**src/rtl/proc_pkg.sv**
```systemverilog
// proc_pkg: shared definitions for the proc_pipe processor.
//   - Opcode encodings and instruction field bit positions.
//   - Control portion of a pipeline stage register. The data fields depend on DATA_W,
//     so each stage adds them in proc_pipe.
//   - Opcode classification helpers.
package proc_pkg;

  localparam logic [3:0] OP_NOP = 4'd0;
  localparam logic [3:0] OP_ADD = 4'd1;
  localparam logic [3:0] OP_SUB = 4'd2;
  localparam logic [3:0] OP_AND = 4'd3;
  localparam logic [3:0] OP_OR  = 4'd4;
  localparam logic [3:0] OP_XOR = 4'd5;
  localparam logic [3:0] OP_SLL = 4'd6;
  localparam logic [3:0] OP_SRL = 4'd7;
  localparam logic [3:0] OP_LI  = 4'd8;

  localparam int unsigned OP_HI    = 31;
  localparam int unsigned OP_LO    = 28;
  localparam int unsigned ISEL_BIT = 27;
  localparam int unsigned RD_HI    = 26;
  localparam int unsigned RD_LO    = 22;
  localparam int unsigned RA_HI    = 21;
  localparam int unsigned RA_LO    = 17;
  localparam int unsigned RB_HI    = 16;
  localparam int unsigned RB_LO    = 12;

  // Width of a register field in the instruction word (before truncation to RA_W).
  localparam int unsigned REG_FIELD_W = 5;

  typedef struct packed {
    logic                   valid;
    logic [3:0]             op;
    logic [REG_FIELD_W-1:0] rd;
    logic                   illegal;
  } stage_ctrl_t;

  function automatic logic op_is_illegal(input logic [3:0] op);
    return op > OP_LI;
  endfunction

  // Opcodes 1..8 produce a register result. NOP and the illegal opcodes do not.
  function automatic logic op_writes(input logic [3:0] op);
    return (op != OP_NOP) && !op_is_illegal(op);
  endfunction

endpackage

```
**src/rtl/proc_regfile.sv**
```systemverilog
// proc_regfile: register file with 2 combinational read ports and 1 write port.
//   clk_i, rst_i        clock and asynchronous active-high reset (clears every register)
//   raddr_a_i/rdata_a_o read port A
//   raddr_b_i/rdata_b_o read port B
//   we_i, waddr_i, wdata_i  write port; a write to R0 is dropped
// R0 always reads as zero.
module proc_regfile #(
  parameter int unsigned DATA_W   = 32,
  parameter int unsigned NUM_REGS = 32
) (
  input  logic                        clk_i,
  input  logic                        rst_i,
  input  logic [$clog2(NUM_REGS)-1:0] raddr_a_i,
  output logic [DATA_W-1:0]           rdata_a_o,
  input  logic [$clog2(NUM_REGS)-1:0] raddr_b_i,
  output logic [DATA_W-1:0]           rdata_b_o,
  input  logic                        we_i,
  input  logic [$clog2(NUM_REGS)-1:0] waddr_i,
  input  logic [DATA_W-1:0]           wdata_i
);

  logic [DATA_W-1:0] mem_q [NUM_REGS];

  // Entry 0 is cleared by reset and never written, so it stays a constant zero.
  always_ff @(posedge clk_i or posedge rst_i) begin
    if (rst_i) begin
      for (int i = 0; i < NUM_REGS; i++) begin
        mem_q[i] <= '0;
      end
    end else if (we_i && (waddr_i != '0)) begin
      mem_q[waddr_i] <= wdata_i;
    end
  end

  assign rdata_a_o = (raddr_a_i == '0) ? '0 : mem_q[raddr_a_i];
  assign rdata_b_o = (raddr_b_i == '0) ? '0 : mem_q[raddr_b_i];

endmodule

```
**src/rtl/proc_pipe.sv**
```systemverilog
// proc_pipe: 3-stage in-order pipeline (D: decode/register read at accept, E: ALU,
// W: writeback and result port) with full E->D and W->D forwarding.
//   clk, reset       clock and asynchronous active-high reset
//   ir, ir_valid     instruction input channel; ir_ready = pipe accepts ir this cycle
//   a_out, b_out     operands of the instruction in E
//   w_out, w_addr    result and destination register of the instruction in W
//   w_valid, w_ready result output channel; backpressure stalls the whole pipe
//   illegal          instruction in W had an undefined opcode (qualified by w_valid)
//   retired_cnt      retired instruction count (PROC_PERF_CNT_EN only, else 0)
//   stall_cnt        stall cycle count (PROC_PERF_CNT_EN only, else 0)
// Define PROC_PERF_CNT_EN to build the performance counters.
module proc_pipe
  import proc_pkg::*;
#(
  parameter int unsigned DATA_W   = 32,
  parameter int unsigned NUM_REGS = 32,
  parameter int unsigned IMM_W    = 12
) (
  input  logic                        clk,
  input  logic                        reset,
  input  logic [31:0]                 ir,
  input  logic                        ir_valid,
  output logic                        ir_ready,
  output logic [DATA_W-1:0]           a_out,
  output logic [DATA_W-1:0]           b_out,
  output logic [DATA_W-1:0]           w_out,
  output logic [$clog2(NUM_REGS)-1:0] w_addr,
  output logic                        w_valid,
  input  logic                        w_ready,
  output logic                        illegal,
  output logic [31:0]                 retired_cnt,
  output logic [31:0]                 stall_cnt
);

  localparam int unsigned RA_W = $clog2(NUM_REGS);
  localparam int unsigned SH_W = $clog2(DATA_W);

  typedef struct packed {
    stage_ctrl_t       ctrl;
    logic [DATA_W-1:0] a;
    logic [DATA_W-1:0] b;
  } de_t;

  typedef struct packed {
    stage_ctrl_t       ctrl;
    logic [DATA_W-1:0] res;
  } ew_t;

  de_t de_q, de_d;
  ew_t ew_q, ew_d;

  logic stall, accept, w_fire, rf_we;

  // Decode of the instruction presented at D
  logic [3:0]               d_op;
  logic                     d_isel;
  logic [RA_W-1:0]          d_rd, d_ra, d_rb;
  logic signed [IMM_W-1:0]  d_imm_raw;
  logic [DATA_W-1:0]        d_imm, d_a, d_b;
  logic [DATA_W-1:0]        rf_a, rf_b;

  logic [RA_W-1:0]   e_rd, w_rd;
  logic              e_fwd_ok, w_fwd_ok;
  logic [DATA_W-1:0] e_res;

  assign d_op      = ir[OP_HI:OP_LO];
  assign d_isel    = ir[ISEL_BIT];
  assign d_rd      = RA_W'(ir[RD_HI:RD_LO]);
  assign d_ra      = RA_W'(ir[RA_HI:RA_LO]);
  assign d_rb      = RA_W'(ir[RB_HI:RB_LO]);
  assign d_imm_raw = ir[IMM_W-1:0];
  assign d_imm     = DATA_W'(d_imm_raw);

  assign stall    = ew_q.ctrl.valid & ~w_ready;
  assign ir_ready = ~stall;
  assign accept   = ir_valid & ir_ready;
  assign w_fire   = ew_q.ctrl.valid & w_ready;
  assign rf_we    = w_fire & op_writes(ew_q.ctrl.op);

  proc_regfile #(
    .DATA_W   (DATA_W),
    .NUM_REGS (NUM_REGS)
  ) u_regfile (
    .clk_i     (clk),
    .rst_i     (reset),
    .raddr_a_i (d_ra),
    .rdata_a_o (rf_a),
    .raddr_b_i (d_rb),
    .rdata_b_o (rf_b),
    .we_i      (rf_we),
    .waddr_i   (w_rd),
    .wdata_i   (ew_q.res)
  );

  // Forwarding sources: only valid, result-producing instructions targeting a non-zero register.
  assign e_rd     = de_q.ctrl.rd[RA_W-1:0];
  assign w_rd     = ew_q.ctrl.rd[RA_W-1:0];
  assign e_fwd_ok = de_q.ctrl.valid && op_writes(de_q.ctrl.op) && (e_rd != '0);
  assign w_fwd_ok = ew_q.ctrl.valid && op_writes(ew_q.ctrl.op) && (w_rd != '0);

  // The E check comes last so the younger result wins over W and the regfile.
  always_comb begin
    d_a = rf_a;
    if (w_fwd_ok && (w_rd == d_ra)) d_a = ew_q.res;
    if (e_fwd_ok && (e_rd == d_ra)) d_a = e_res;

    d_b = rf_b;
    if (w_fwd_ok && (w_rd == d_rb)) d_b = ew_q.res;
    if (e_fwd_ok && (e_rd == d_rb)) d_b = e_res;
    // LI takes its value from the immediate regardless of isel.
    if (d_isel || (d_op == OP_LI)) d_b = d_imm;
  end

  // ALU. NOP, illegal opcodes and bubbles all produce zero.
  always_comb begin
    e_res = '0;
    case (de_q.ctrl.op)
      OP_ADD:  e_res = de_q.a + de_q.b;
      OP_SUB:  e_res = de_q.a - de_q.b;
      OP_AND:  e_res = de_q.a & de_q.b;
      OP_OR:   e_res = de_q.a | de_q.b;
      OP_XOR:  e_res = de_q.a ^ de_q.b;
      OP_SLL:  e_res = de_q.a << de_q.b[SH_W-1:0];
      OP_SRL:  e_res = de_q.a >> de_q.b[SH_W-1:0];
      OP_LI:   e_res = de_q.b;
      default: e_res = '0;
    endcase
  end

  // Stage advance. A stall freezes both stage registers. Otherwise D/E takes the accepted
  // instruction or an all-zero bubble.
  always_comb begin
    de_d = de_q;
    ew_d = ew_q;
    if (!stall) begin
      ew_d.ctrl = de_q.ctrl;
      ew_d.res  = e_res;
      de_d      = '0;
      if (accept) begin
        de_d.ctrl.valid   = 1'b1;
        de_d.ctrl.op      = d_op;
        de_d.ctrl.rd      = REG_FIELD_W'(d_rd);
        de_d.ctrl.illegal = op_is_illegal(d_op);
        de_d.a            = d_a;
        de_d.b            = d_b;
      end
    end
  end

  always_ff @(posedge clk or posedge reset) begin
    if (reset) begin
      de_q <= '0;
      ew_q <= '0;
    end else begin
      de_q <= de_d;
      ew_q <= ew_d;
    end
  end

  assign a_out   = de_q.a;
  assign b_out   = de_q.b;
  assign w_out   = ew_q.res;
  assign w_addr  = w_rd;
  assign w_valid = ew_q.ctrl.valid;
  assign illegal = ew_q.ctrl.illegal;

`ifdef PROC_PERF_CNT_EN
  logic [31:0] retired_q, retired_d;
  logic [31:0] stall_cnt_q, stall_cnt_d;

  always_comb begin
    retired_d   = retired_q;
    stall_cnt_d = stall_cnt_q;
    if (w_fire) retired_d = retired_q + 32'd1;
    if (stall) stall_cnt_d = stall_cnt_q + 32'd1;
  end

  always_ff @(posedge clk or posedge reset) begin
    if (reset) begin
      retired_q   <= '0;
      stall_cnt_q <= '0;
    end else begin
      retired_q   <= retired_d;
      stall_cnt_q <= stall_cnt_d;
    end
  end

  assign retired_cnt = retired_q;
  assign stall_cnt   = stall_cnt_q;
`else
  assign retired_cnt = '0;
  assign stall_cnt   = '0;
`endif

endmodule

```
**config.mk**
```make
export PLATFORM = sky130hd
export DESIGN_NAME = proc_pipe
export DESIGN_NICKNAME = d
export VERILOG_FILES = /design/src/rtl/proc_pkg.sv /design/src/rtl/proc_regfile.sv /design/src/rtl/proc_pipe.sv
export SDC_FILE = /design/constraint.sdc
export NUM_CORES = 2
export LEC_CHECK = 0
export BUFFER_PORTS_ARGS = -buffer_cell sky130_fd_sc_hd__buf_2
export CAP_MARGIN = 30
export CORE_ASPECT_RATIO = 2
export CORE_UTILIZATION = 45
export CTS_CLUSTER_SIZE = 40
export DETAILED_ROUTE_END_ITERATION = 12
export GPL_TIMING_DRIVEN = 0
export SETUP_SLACK_MARGIN = 0.5
export SYNTH_ARGS = -nofsm -noshare
export SYNTH_HDL_FRONTEND = slang
export SYNTH_SLANG_ARGS = --single-unit
export TNS_END_PERCENT = 30
```
**constraint.sdc**
```tcl
create_clock -name clk -period 31.3 [get_ports clk]
set_clock_uncertainty 0.05 [all_clocks]
set_input_delay 1.565 -clock clk [delete_from_list [all_inputs] [get_ports clk]]
set_output_delay 1.565 -clock clk [all_outputs]
set_load 0.01 [all_outputs]
```
==> out/qor.tcl <==
set qor(status) {complete, but fails checks}
set qor(failed_checks) {capacitance limit, slew limit}
set qor(initial_core_util_pct) 45.4
set qor(finish.net_count) 5953
set qor(path_cells) {clkbuf_1, buf_8, clkinv_1, nand2_1, clkbuf_1, buf_8, nor2_1, nand2_1, o21ai_0, xnor2_1, ha_1, clkbuf_1, and3_1, nand4_1, a21oi_1, o21ai_2, o311ai_2, a211oi_1, a211oi_1, o21ai_0}
set qor(critical_path.endpoint_type) {flop}
set qor(cts_made_buffers) 96
set qor(cts-htree-levels) 3
set qor(grt_antenna_before_repair) 52
set qor(slew_violations) 2
set qor(max-cap-violations) 1
set qor(number_of_global_route_vias_before_repair) 58183
set qor(critical_path_required_ns) 31.87
set qor(synth-main-ff-cell) {sky130_fd_sc_hd__dfrtp_1}
set qor(setup_viol_count_final) 0
set qor(die_area_um2) 155000
set qor(post_cts_resize_count) 0
set qor(min_period_over_period_pct) 24.2
set qor(synth_seq_area_share_pct) 41.5
set qor(clock_tree.root_cell) {sky130_fd_sc_hd__clkbuf_16}
set qor(area.growth.synth_to_final_pct) 15.2
set qor(cp_slowest_cell) {sky130_fd_sc_hd__o311ai_2}
set qor(synth_cell_type_count) 97
set qor(synth.yosys.warnings) 0
set qor(dp_hpwl_um) 286000
set qor(count_of_endpoints_failing_hold_in_the_final_timing_report) 0
set qor(criticalPathCategory) {reg -> reg}
set qor(cts.reportedPaths.clkPinSlew_ns) 0.08
set qor(ys_ff_latch) 1142
set qor(yosys.area.top_type_share_pct) 41.5
set qor(cp_slowest_stage_delay_ns) 0.92
set qor(critPathTopFamily) {compound AO/OA/AOI/OAI gates}
set qor(post-synth-top-area-cell) {sky130_fd_sc_hd__dfrtp_1}
set qor(slew_headroom_pct) -0.0897
set qor(synth.top_cells.by_area) {sky130_fd_sc_hd__dfrtp_1 42%, sky130_fd_sc_hd__mux4_2 23%, sky130_fd_sc_hd__mux2_2 14%}
set qor(static_leakage_power_nw) 35.9
set qor(drt_first_iter_violations) 8266
set qor(minimum_clock_period_ns) 7.56
set qor(power_density_nw_per_um2) 56.3
set qor(syn-cell-area_um2) 68800
set qor(synthCells) 5294
set qor(drive_gt1_share_pct) 41.4
set qor(cts.repair_timing.setup_buffer_count) 0
set qor(clock_tree.buffer_depth) 3
set qor(final-instance-count-excl-fill) 7884
set qor(synth-async-reset-ratio_pct) 100
set qor(worst_skew_pair.late_latency_ns) 0.77
set qor(via_count) 58563
set qor(syn_avg_cell_area_um2) 13.0
set qor(post_cts_hold_buffer_count) 0
set qor(ir_drop_worst_case_vdd_mv) 0.0560
set qor(crit_buf_inv) 6
set qor(crit_path_max_fanout) 10
set qor(totalWireLength_um) 387000
set qor(synth_edf_count) 0
set qor(setup_ws_ns) 23.74
set qor(cp.arrival_ns) 8.13
set qor(grt_setup_unrepaired) {no}
set qor(ant_nets) 0
set qor(area.sequential_um2) 28600
set qor(critical_path.most_common_cell) {sky130_fd_sc_hd__clkbuf_1}
set qor(worstHoldPathType) {reg -> reg}
set qor(fillerInstances) 13163
set qor(maxClockFrequency_mhz) 132
set qor(grt_first_pass_wirelength_um) 529000
set qor(die_y_um) 555
set qor(io_pins) 204
set qor(core-area_um2) 152000
set qor(dr.pass1.iters) 9
set qor(pin_count_of_the_biggest_net_entering_global_routing) 44
set qor(grtUsageTotal_pct) 51.6
set qor(worst_slack_at_placement_ns) 23.39
set qor(post-route-drc-count) 0
set qor(port_buffers) 132
set qor(avgViaCountPerCell) 7.43
set qor(fp.dieW_um) 279
set qor(start_kind) {flop}
set qor(tritoncts) {yes}
set qor(total_power_w) 0.00446
set qor(worst-slew-pin-transition_ns) 1.50
set qor(clock_sink_count) 1142
set qor(multi_input_gate_area_in_the_final_layout_um2) 36700
set qor(overflow) 0
set qor(tns_ns) 0
set qor(dpl.cell_count) 7635
set qor(num_rows) 202
set qor(gpl.final_weighted_congestion) 1.16
set qor(route.detailed.wl_per_inst_um) 49.1
set qor(final_core_utilization_pct) 52.3
[path summary, 6_finish.rpt]
| kind | startpoint | endpoint | slack, ns | depth (start not counted) |
|---|---|---|---|---|
| max in group asynchronous | reset | u_regfile.mem_q[346] | 27.24 | 11 |
| min in group asynchronous | reset | u_regfile.mem_q[1009] | 0.92 | 2 |
| max reg2reg | b_out[4] | a_out[25] | 23.74 | 20 |
| max | b_out[4] | a_out[25] | 23.74 | 20 |
| min reg2reg | u_regfile.mem_q[1012] | u_regfile.mem_q[1012] | 0.43 | 1 |
| min | u_regfile.mem_q[1012] | u_regfile.mem_q[1012] | 0.43 | 1 |
[Yosys cell counts (44+ instances only)]
master / number
sky130_fd_sc_hd__inv_1: 81
sky130_fd_sc_hd__nor2_1: 181
sky130_fd_sc_hd__a21oi_1: 144
sky130_fd_sc_hd__nand2_1: 374
sky130_fd_sc_hd__mux2_2: 846
sky130_fd_sc_hd__dfrtp_1: 1142
sky130_fd_sc_hd__buf_1: 44
sky130_fd_sc_hd__mux4_2: 688
sky130_fd_sc_hd__clkbuf_1: 390
sky130_fd_sc_hd__a22oi_1: 65
sky130_fd_sc_hd__buf_2: 93
sky130_fd_sc_hd__mux2i_1: 77
sky130_fd_sc_hd__ha_1: 97
sky130_fd_sc_hd__buf_4: 189
sky130_fd_sc_hd__o21ai_0: 254
sky130_fd_sc_hd__xnor2_1: 46
[logic make-up (layout without fill, tap and decap cells)]
family	Yosys count	count (layout)	synth area share, %
AO/OA/AOI/OAI	797	797	7.53
XOR/XNOR	65	65	0.827
adder cells (fa/ha/maj)	98	98	1.79
buffers and inverters	807	1344	5.68
flip-flops	1142	1142	41.5
multiplexers	1629	1629	37.8
other	1	116	0.00545
AND/OR/NAND/NOR	755	755	4.90
[worst register-to-register path, stage by stage, from the launching register on]
cell and delay, ns:
sky130_fd_sc_hd__dfrtp_1 0.74, sky130_fd_sc_hd__clkbuf_1 0.24, sky130_fd_sc_hd__buf_8 0.20, sky130_fd_sc_hd__clkinv_1 0.67, sky130_fd_sc_hd__nand2_1 0.32, sky130_fd_sc_hd__clkbuf_1 0.39
sky130_fd_sc_hd__buf_8 0.24, sky130_fd_sc_hd__nor2_1 0.16, sky130_fd_sc_hd__nand2_1 0.22, sky130_fd_sc_hd__o21ai_0 0.16, sky130_fd_sc_hd__xnor2_1 0.21, sky130_fd_sc_hd__ha_1 0.28
sky130_fd_sc_hd__clkbuf_1 0.27, sky130_fd_sc_hd__and3_1 0.25, sky130_fd_sc_hd__nand4_1 0.11, sky130_fd_sc_hd__a21oi_1 0.75, sky130_fd_sc_hd__o21ai_2 0.42, sky130_fd_sc_hd__o311ai_2 0.93
sky130_fd_sc_hd__a211oi_1 0.17, sky130_fd_sc_hd__a211oi_1 0.47, sky130_fd_sc_hd__o21ai_0 0.16
[report_power, final]
part | internal [W] | switching, W | leakage (nW)
clock | 0.000732 | 0.000616 | 1.66
combinational | 0.000512 | 0.000752 | 18.5
sequential | 0.00165 | 0.000198 | 15.7
total | 0.00290 | 0.00157 | 35.9
[flip-flops by register name (all words and copies together) (netlist names)]
signal / cells
illegal: 1
de_q: 6
e_rd: 5
w_out: 32
ew_q: 4
a_out: 32
w_addr: 5
b_out: 32
u_regfile.mem_q: 1024
w_valid: 1
[layout make-up]
type / instances / area share [%]
sequential: 1142 / 36.0
inverter: 83 / 0.398
clock inverter: 30 / 0.579
clock buffer: 143 / 3.66
tap: 1938 / 3.06
buffer: 724 / 4.61
multi-input combinational: 3408 / 46.2
antenna: 52 / 0.164
timing repair buffer: 364 / 5.27
[through the flow]
| step | cell area [um^2] | hold WS (ns) |
|---|---|---|
| 3_5_place_dp | 75400 | 0.402 |
| 5_1_grt | 79200 | 0.440 |
| 4_1_cts | 78800 | 0.418 |
| 2_1_floorplan | 69100 | 0.375 |
| 3_3_place_gp | 72200 | 0.385 |
| 6_report | 79300 | 0.430 |
[placed cells by master (no fill, tap or decap), types with 144 or more instances in the layout]
| cell type | netlist | routed |
|---|---|---|
| sky130_fd_sc_hd__dfrtp_1 | 1142 | 1142 |
| sky130_fd_sc_hd__mux2_2 | 846 | 846 |
| sky130_fd_sc_hd__mux4_2 | 688 | 688 |
| sky130_fd_sc_hd__nand2_1 | 374 | 374 |
| sky130_fd_sc_hd__clkbuf_1 | 390 | 373 |
| sky130_fd_sc_hd__o21ai_0 | 254 | 250 |
| sky130_fd_sc_hd__buf_2 | 93 | 242 |
| sky130_fd_sc_hd__buf_4 | 189 | 203 |
| sky130_fd_sc_hd__nor2_1 | 181 | 177 |
| sky130_fd_sc_hd__buf_8 | 0 | 152 |
| sky130_fd_sc_hd__a21oi_1 | 144 | 144 |
[metal layers]
metal	GRT usage [%]	wire length, um	part of all wire [%]
met2	77.6	175000	45
met3	24.6	44300	11
met1	47.5	109000	28
met5	2.25	285	0.074
met4	60.0	58900	15
Power figures use the tool's default switching activity.
